$ cat config.mk
export PLATFORM = sky130hd
export DESIGN_NAME = branch_predictor
export DESIGN_NICKNAME = d
export VERILOG_FILES = /design/src/rtl/pipeline_pkg.sv /design/src/rtl/sat_counter2.sv /design/src/rtl/branch_predictor.sv
export SDC_FILE = /design/constraint.sdc
export NUM_CORES = 1
export LEC_CHECK = 0
export ABC_CLOCK_PERIOD_IN_PS = 1420
export CAP_MARGIN = 5
export CORE_ASPECT_RATIO = 1.2
export CORE_MARGIN = 8
export CORE_UTILIZATION = 39
export CTS_CLUSTER_DIAMETER = 100
export DETAILED_ROUTE_END_ITERATION = 12
export PLACE_DENSITY = 0.87
export SKIP_CTS_REPAIR_TIMING = 1
export SYNTH_ARGS = -nofsm -noshare
export SYNTH_HDL_FRONTEND = slang
export SYNTH_SLANG_ARGS = --single-unit
$ cat constraint.sdc
create_clock -name clk_i -period 1.42 [get_ports clk_i]
set_clock_uncertainty 0.15 [all_clocks]
set_input_delay 0.142 -clock clk_i [delete_from_list [all_inputs] [get_ports clk_i]]
set_output_delay 0.142 -clock clk_i [all_outputs]
set_load 0.1 [all_outputs]
$ cat src/rtl/pipeline_pkg.sv
// Shared pipeline definitions: 2-bit branch counter encodings and predictor defaults.
package pipeline_pkg;

    localparam logic [1:0] SNT = 2'b00;
    localparam logic [1:0] WNT = 2'b01;
    localparam logic [1:0] WT  = 2'b10;
    localparam logic [1:0] ST  = 2'b11;

    localparam int BHT_ENTRIES_DEFAULT = 16;
    localparam int ALIGN_SHIFT         = 2;

endpackage

$ cat src/rtl/sat_counter2.sv
// One 2-bit saturating up/down counter with a parameterised asynchronous reset value.
module sat_counter2
    import pipeline_pkg::*;
#(
    parameter logic [1:0] INIT = ST
) (
    input  logic       clk_i,
    input  logic       rst_i,
    input  logic       en,
    input  logic       taken,
    output logic [1:0] state
);

    always_ff @(posedge clk_i or negedge rst_i) begin
        if (!rst_i) begin
            state <= INIT;
        end else if (en) begin
            if (taken) begin
                if (state != ST) state <= state + 2'd1;
            end else begin
                if (state != SNT) state <= state - 2'd1;
            end
        end
    end

endmodule

$ cat src/rtl/branch_predictor.sv
// Bimodal branch direction predictor (BHT of 2-bit counters) for the 5-stage pipeline.
// Define BRANCH_PREDICTOR_STATS_EN to build the resolved-branch / misprediction counters.
module branch_predictor
    import pipeline_pkg::*;
#(
    parameter int         BHT_ENTRIES = BHT_ENTRIES_DEFAULT,
    parameter logic [1:0] INIT_STATE  = ST
) (
    input  logic        clk_i,
    input  logic        rst_i,
    input  logic        branch_instr_id,
    input  logic [31:0] pc_id,
    output logic        branch_pred_id,
    input  logic        branch_instr_exe,
    input  logic [31:0] pc_exe,
    input  logic        is_zero,
    input  logic        branch_pred_exe,
    output logic [31:0] branch_cnt,
    output logic [31:0] mispred_cnt
);

    localparam int IDX_W  = $clog2(BHT_ENTRIES);
    // A single-entry table has no index bits, but the index signal still needs a width.
    localparam int IDX_WS = (IDX_W == 0) ? 1 : IDX_W;

    function automatic logic [IDX_WS-1:0] idx_of(input logic [31:0] pc);
        logic [31:0] word;
        word = (pc >> ALIGN_SHIFT) & 32'(BHT_ENTRIES - 1);
        return word[IDX_WS-1:0];
    endfunction

    logic [IDX_WS-1:0] idx_id;
    logic [IDX_WS-1:0] idx_exe;
    logic [1:0]        bht [BHT_ENTRIES];

    assign idx_id  = idx_of(pc_id);
    assign idx_exe = idx_of(pc_exe);

    for (genvar i = 0; i < BHT_ENTRIES; i++) begin : g_bht
        sat_counter2 #(
            .INIT (INIT_STATE)
        ) u_ctr (
            .clk_i (clk_i),
            .rst_i (rst_i),
            .en    (branch_instr_exe && (idx_exe == IDX_WS'(i))),
            .taken (is_zero),
            .state (bht[i])
        );
    end

    // Lookup reads the pre-edge table, so a same-cycle update to the same entry is not bypassed.
    assign branch_pred_id = branch_instr_id & bht[idx_id][1];

`ifdef BRANCH_PREDICTOR_STATS_EN
    always_ff @(posedge clk_i or negedge rst_i) begin
        if (!rst_i) begin
            branch_cnt  <= 32'd0;
            mispred_cnt <= 32'd0;
        end else if (branch_instr_exe) begin
            if (branch_cnt != 32'hFFFF_FFFF) branch_cnt <= branch_cnt + 32'd1;
            if ((branch_pred_exe != is_zero) && (mispred_cnt != 32'hFFFF_FFFF))
                mispred_cnt <= mispred_cnt + 32'd1;
        end
    end

    logic unused_inputs;
    assign unused_inputs = ^{pc_id, pc_exe};
`else
    assign branch_cnt  = 32'd0;
    assign mispred_cnt = 32'd0;

    logic unused_inputs;
    assign unused_inputs = ^{pc_id, pc_exe, branch_pred_exe};
`endif

endmodule
# Word-level counts from Yosys, hierarchy flattened
# Cells that the tools add are included.
# word_totals
wordCells	214
in_bits	70
reg_bits	32
memories	0
latchBits	0
romBits	0
ramBits	0
out_inout_bits	65
# classes
n_shift	0
reduce_logical	65
mul	0
n_addsub	32
n_bitwise	2
n_eq_ne	47
div	0
muxes	51
n_lt_le_gt_ge	1
# ops
op	n
2-bit 2-to-1 mux	50
2-bit nonzero test	32
3-bit AND reduction	16
2-bit by 1-bit adder with 2-bit output, second input constant	16
4-bit equality test, second input constant	8
2-bit by 1-bit != test with 1-bit output, second input constant	16
2-bit != test, second input constant	16
2-bit by 1-bit subtractor with 2-bit output, second input constant	16
4-bit by 3-bit equality test with 1-bit output, second input constant	4
1-bit logical AND	16
2-bit binary-select mux with 4-bit select	1
4-bit by 2-bit equality test with 1-bit output, second input constant	2
5-bit >= comparator, second input constant	1
4-bit NOT with 5-bit output	1
4-bit by 1-bit equality test with 1-bit output, second input constant	1
4-bit zero test	1
1-bit bitwise AND	1

# Longest topological paths before layout
# depth
word_depth	5
ltp_mapped	6

# Cells and area by module
# From an unflattened synthesis, not the netlist that was laid out.
# hier_totals
cells_unflattened	233
area_unflattened_um2	2312.2
# modules_own_cells
module	n_inst	seq_area_each_um2	cells_per_inst	area_per_inst_um2
sat_counter2	16	52.6	8	97.6
branch_predictor	1	0.0	105	750.7

# Worst setup path after synthesis
# No wires, ideal clock.
# synth_timing
path_kind	register to output
start	reg g_bht[9].u_ctr.state[1]
end	out branch_pred_id
t_arrival_ns	2.314
path_buffers	0
path_stages_with_launch	4
setup_slack_ns	-1.186
t_required_ns	1.128
cell_sequence	dfstp_2 mux4_2 o211ai_1 o22ai_1
# synth_via
elab_chain_cells	4
# synth_rtl
element	line	source
start, declared	sat_counter2.sv:11	output logic [1:0] state
start signal, assigned	sat_counter2.sv:19	if (state != ST) state <= state + 2'd1;
start signal, assigned	sat_counter2.sv:21	if (state != SNT) state <= state - 2'd1;
2-bit binary-select mux with 4-bit select	branch_predictor.sv:52	assign branch_pred_id = branch_instr_id & bht[idx_id][1];
2-bit 2-to-1 mux (implied by the code) (2 in series)	branch_predictor.sv:52	
1-bit bitwise AND	branch_predictor.sv:52	
end, declared	branch_predictor.sv:13	output logic branch_pred_id,
# No other way between the ends. The select of a mux whose other input is x is not followed.

# Worst setup path after layout
# layout_timing
start	reg g_bht[13].u_ctr.state[1]
end	out branch_pred_id
# layout_via
elab_chain_cells	4
# layout_rtl
element	line
start, declared	sat_counter2.sv:11
start signal, assigned	sat_counter2.sv:19
start signal, assigned	sat_counter2.sv:21
2-bit binary-select mux with 4-bit select	branch_predictor.sv:52
2-bit 2-to-1 mux (implied by the code) (2 in series)	branch_predictor.sv:52
1-bit bitwise AND	branch_predictor.sv:52
# No other way between the ends. The select of a mux whose other input is x is not followed.

==> reports/metrics.cfg <==
[floorplanning]
core.rowCount = 31
ios = 135
dieArea_um2 = 9110
fp.dieH_um = 103
initial_core_util_pct = 40.6
die_w_um = 88.5
core_area_um2 = 6050

[global_routing]
top_usage_layer = met2
grt_overflow = 0
grt_max_degree = 33
grt_pass1_vias = 2121
met3_usage_pct = 3.91
grt_pass1_wl_mm = 9.31
use_met2_pct = 23.3
antenna_found_initial = 0
grtUsageMet1_pct = 13.4
grt.total_usage_pct = 13.0

[synthesis]
synth_area_leaders = dfstp_2 34%, buf_4 21%, o21ai_0 5.5%
synth.most_common_cell = buf_4
ys.warnings.count = 0
synth_top_family_by_area = buffers and inverters
synthFlopType = dfstp_2
synth-xor-area-share_pct = 0
ys_seq_area_share_pct = 34.2
synth_adder_area_share_pct = 0
synth_compound_area_share_pct = 20.8
yosys_register_bits = 32
avgSynthCellArea_um2 = 8.81
synth_largest_area_cell = dfstp_2
synth.distinct_cells = 42
synth.area.mux_share_pct = 3.05
synth_edf_count = 0
synth_common_cells = 68 x buf_4, 32 x dfstp_2, 27 x o21ai_0
synth.cell_area_um2 = 2460
yosys.area_share.simple_pct = 18.5
syn_inst = 279
ys_async_sr_fraction_pct = 100
synth_top_area_share_pct = 34.2

[sta]
finalHoldViolCount = 0
slew_violations = 0
slew_headroom_pct = 66.2
min_period_over_period_pct = 142
setup_ws_ns = -0.594
rsz0062_at_grt = yes
worstMarginPinSlew_ns = 0.506
fin_crit_ns = 2.01
clock.fmax_ghz = 0.497
fin_hold_ws_ns = 0.251
final-setup-viol-count = 1

[cells_and_area]
fillers = 542
register_area_um2 = 841
reg.largest.list = g_bht.u_ctr.state x32
area_growth_pct = 22.2
multiInputGateArea_um2 = 1330
top_register = g_bht.u_ctr.state
drive_gt1_share_pct = 34.0
antenna_cells = 0
largest_reg_flops = 32
fin_nets = 416
fin_util_pct = 49.6

[drt]
viasPerCell = 5.04
drt_iter0_drc = 125
via_count = 2162
dr.pass1.iters = 5
drc = 0
ant_nets = 0
wl_per_cell_um = 14.5
routed_wl_mm = 6.22

[setup_path]
endpoint_kind = output port
critical_path.startpoint_type = flip-flop
cp_data_required_time_ns = 1.13
cp_max_fo = 2
crit_type = flip-flop to output port
arrival_ns = 1.72

[clocking]
numCtsBuffers = 5
cts_tree = done
clockBufferDepth = 2
clock_latency_ns = 0.30
root_buffer = clkbuf_8
h-tree-depth = 2
cts.sinks = 32
clk_pin_slew_ns = 0.07

[power_and_ir_drop]
p_leak_nw = 1.34
total_power_mw = 3.23
p_per_area_nw_per_um2 = 1080
vdd_drop_max_uv = 484

[place]
gp_congestion = 0.815
post-dp-hpwl_mm = 4.46
io_buffer_count = 13
dp_slack_ns = -0.702

[run_status]
violations = negative setup slack
status = finished with violations

[min_path]
hold_class = input port to flip-flop

[job]
drv_cap = 0

## report_power, final
part           internal, mW  total, mW  switching, mW  leakage (nW)
logic                 0.260       1.23          0.968         0.954
clock network         0.387      0.760          0.373        0.0510
registers              1.10       1.25          0.142         0.336
## logic make-up (layout without fill, tap and decap cells)
logic type,count (synthesis),after routing
flip-flops,32,32
buffers and inverters,80,85
AO/OA/AOI/OAI,79,79
AND/OR/NAND/NOR,82,82
other,1,64
multiplexers,5,5
## cell type report
cell class / count / area share [%]
sequential: 32 / 28.0
multi-input combinational: 230 / 44.1
inverter: 5 / 0.625
clock inverter: 2 / 0.333
tap: 82 / 3.42
clock buffer: 6 / 2.75
timing repair buffer: 72 / 20.8
## layout by cell type (no fill, tap or decap), drive strengths merged, types with 3 or more instances in the layout
| master | instances |
|---|---|
| nand3b | 5 |
| dlymetal6s2s | 6 |
| inv | 5 |
| o211ai | 8 |
| a21oi | 19 |
| a221o | 6 |
| nand4 | 3 |
| clkbuf | 6 |
| mux2i | 3 |
| clkdlybuf4s50 | 6 |
| nand2b | 3 |
| buf | 60 |
| nor3b | 7 |
| o21ai | 27 |
| nor2b | 3 |
| nor3 | 3 |
| conb | 64 |
| dfstp | 32 |
| o31ai | 5 |
| nand3 | 8 |
| nand2 | 23 |
| o221a | 5 |
| nor2 | 16 |
## metrics by stage
| step | cells | TNS [ns] | instance area (um^2) |
|---|---|---|---|
| after floorplan | 342 | -0.320 | 2710 |
| after global placement | 417 | -11.42 | 2820 |
| after detailed placement | 417 | -12.99 | 2820 |
| after CTS | 425 | -3.49 | 2910 |
| after global routing | 429 | -0.614 | 3000 |
| final | 429 | -0.594 | 3000 |
## per-layer routing
layer  up-vias  routed length (um)
met2       106                3150
met3        20                 450
met5         -                   0
met1      1025                2410
li1       1011                   -
met4         0                 202
## final timing paths
kind / cells past startpoint / to / slack (ns) / start
worst max-delay path: 4 / branch_pred_id / -0.59 / g_bht[13].u_ctr.state[1]$_DFFE_PN1P_
worst min-delay path: 5 / g_bht[5].u_ctr.state[1]$_DFFE_PN1P_ / 0.25 / pc_exe[3]
worst max register to register: 3 / g_bht[9].u_ctr.state[1]$_DFFE_PN1P_ / 0.12 / g_bht[9].u_ctr.state[0]$_DFFE_PN1P_
worst min register to register: 2 / g_bht[15].u_ctr.state[0]$_DFFE_PN1P_ / 0.36 / g_bht[15].u_ctr.state[0]$_DFFE_PN1P_
max in group asynchronous: 2 / g_bht[10].u_ctr.state[1]$_DFFE_PN1P_ / 0.82 / rst_i
min in group asynchronous: 2 / g_bht[2].u_ctr.state[0]$_DFFE_PN1P_ / 0.27 / rst_i
## worst max-delay path, stage by stage, from the launching register on
cell and delay, ns:
dfstp_2 0.38, mux4_2 0.48, o211ai_1 0.26, o22ai_4 0.12, buf_12 0.18
Power figures use the tool's default switching activity.
==> edit: new RTL, same settings <==
Put a register stage on the output `branch_pred_id`. The value now appears one clock later. The other outputs are not delayed to match.
--- a/src/rtl/branch_predictor.sv
+++ b/src/rtl/branch_predictor.sv
@@ -49,7 +49,9 @@
     end
 
     // Lookup reads the pre-edge table, so a same-cycle update to the same entry is not bypassed.
-    assign branch_pred_id = branch_instr_id & bht[idx_id][1];
+    always_ff @(posedge clk_i) begin
+        branch_pred_id <= branch_instr_id & bht[idx_id][1];
+    end
 
 `ifdef BRANCH_PREDICTOR_STATS_EN
     always_ff @(posedge clk_i or negedge rst_i) begin
Check against the original RTL: not equivalent (a bounded check fails within 4 cycles, from zero or initial values and one cycle with rst_i low).
==> edit against the original RTL <==
Wire length shrank 7.9%. Count of clock-buffer cells in the layout increased by 2. Sequential share of layout area up 2.5 points. Synthesized area rose by 0.10%. Setup slack better by 0.63 ns. Sequential cell count rose by 1. Total power shrank 11%. Largest power group unchanged. Register-to-register slack worse by 0.09 ns. Highest routed layer unchanged. Design area fell by 6.0%.
==> edit: results (changes against the original RTL) <==
| Metric | Value |
|---|---|
| Comb pwr share | 38.0% (about the same) |
| Critical path fanouts, max | 5 (was 2) |
| Largest cells by area after synthesis | dfstp_2, buf_4, o21ai_0 (unchanged) |
| Adder-cell share of the synthesized area | 0% (unchanged) |
| Syn_area_per_cell | 8.94 um2 (was 8.81 um2) |
| DR pass1 iterations | 4 (was 5) |
| Multiplexer area fraction after synthesis | 3.05% (about the same) |
| Initial antenna violation count | 0 (unchanged) |
| Placed Area | 2650 um2 (was 2820 um2) |
| NumNets Final | 384 (was 416) |
| Clk_lat worst skew | 0.28 ns (was 0.30 ns) |
| Sequential share of the synthesized area | 35.0% (was 34.2%) |
| GR Layer Usage met2 | 21.8% (was 23.3%) |
| Met3 wire length | 382 um (was 450 um) |
| Xor and xnor fraction of the mapped netlist area | 0% (unchanged) |
| Crit path from | g_bht[5].u_ctr.state[1]$_DFFE_PN1P_ (was g_bht[13].u_ctr.state[1]$_DFFE_PN1P_) |
| Routed WL per cell | 14.4 um (was 14.5 um) |
| RD Place Congestion | 0.853 (was 0.815) |
| Hold wc startpoint | pc_exe[5] (was pc_exe[3]) |
| Synth cell count leaders | buf_4, o21ai_0, dfstp_2 (was buf_4, dfstp_2, o21ai_0) |
| GRT Util Overall | 12.2% (was 13.0%) |
| CP delay by family, top | multiplexers (unchanged) |
| PwrDens | 1020 nW/um2 (was 1080 nW/um2) |
| Async SR Flop Fraction | 97.0% (was 100%) |
| Vias in the first global route | 1990 (was 2121) |
| Initial drt markers | 111 (was 125) |
| Post-Route WL | 5720 um (was 6220 um) |
| Clock net power | 683 uW (was 760 uW) |
| Worst vdd ir | 432 uV (was 484 uV) |
| Compound-Gate Fraction of Synth Area | 21.5% (was 20.8%) |
| First-pass GRT wire length | 8800 um (was 9310 um) |
| HPWL Detailed | 4260 um (was 4460 um) |
| Largest regs | g_bht.u_ctr.state (32), branch_pred_id (1) (was g_bht.u_ctr.state (32)) |
| Worst R2R Start | g_bht[5].u_ctr.state[1]$_DFFE_PN1P_ (was g_bht[9].u_ctr.state[0]$_DFFE_PN1P_) |
| Leak | 1.25 nW (was 1.34 nW) |
| Critical path arrival | 1.40 ns (was 1.72 ns) |
| Cell count after placement | 389 (was 417) |
| Pre-CTS WS | -0.502 ns (was -0.702 ns) |
| Status | complete, no violations (was finished, violations left) |
| Layout cells sized above 1 | 30.2% (was 34.0%) |
| Met1 Wirelength | 2250 um (was 2410 um) |
| H-tree levels | 2 (unchanged) |
| Avg Vias per Cell | 5.06 (was 5.04) |
| Metal2 WL | 3000 um (was 3150 um) |
| Met3 Resource Use GR | 1.99% (was 3.91%) |
| Synth cell types | 40 (was 42) |
| Crit path largest cell delay | 0.46 ns (was 0.48 ns) |
| Sw Share | 46.0% (was 45.9%) |
| M1 GR Usage | 13.9% (was 13.4%) |
edit: worst paths after layout:
path	to	slack (ns)	cells past startpoint
min reg2reg	g_bht[14].u_ctr.state[0]$_DFFE_PN1P_	0.33	2
max reg2reg	branch_pred_id$_DFF_P_	0.03	3
min in group asynchronous	g_bht[0].u_ctr.state[0]$_DFFE_PN1P_	0.28	2
max	branch_pred_id$_DFF_P_	0.03	3
max in group asynchronous	g_bht[6].u_ctr.state[0]$_DFFE_PN1P_	0.80	2
min	g_bht[8].u_ctr.state[1]$_DFFE_PN1P_	0.23	5
edit: area by class of cell:
| type | instances | area (um2) |
|---|---|---|
| Clock buffer | 8 | 80.1 |
| Fill cell | 579 | 3270 |
| Inverter | 4 | 15.0 |
| Multi-Input combinational cell | 226 | 1340 |
| Sequential cell | 33 | 861 |
| Tap cell | 82 | 103 |
| Timing Repair Buffer | 44 | 423 |
edit: worst register-to-register path: stages (launching register included):
cell and delay, ns:
dfstp_2 0.39, mux4_2 0.46, o211ai_1 0.18, o22ai_1 0.09
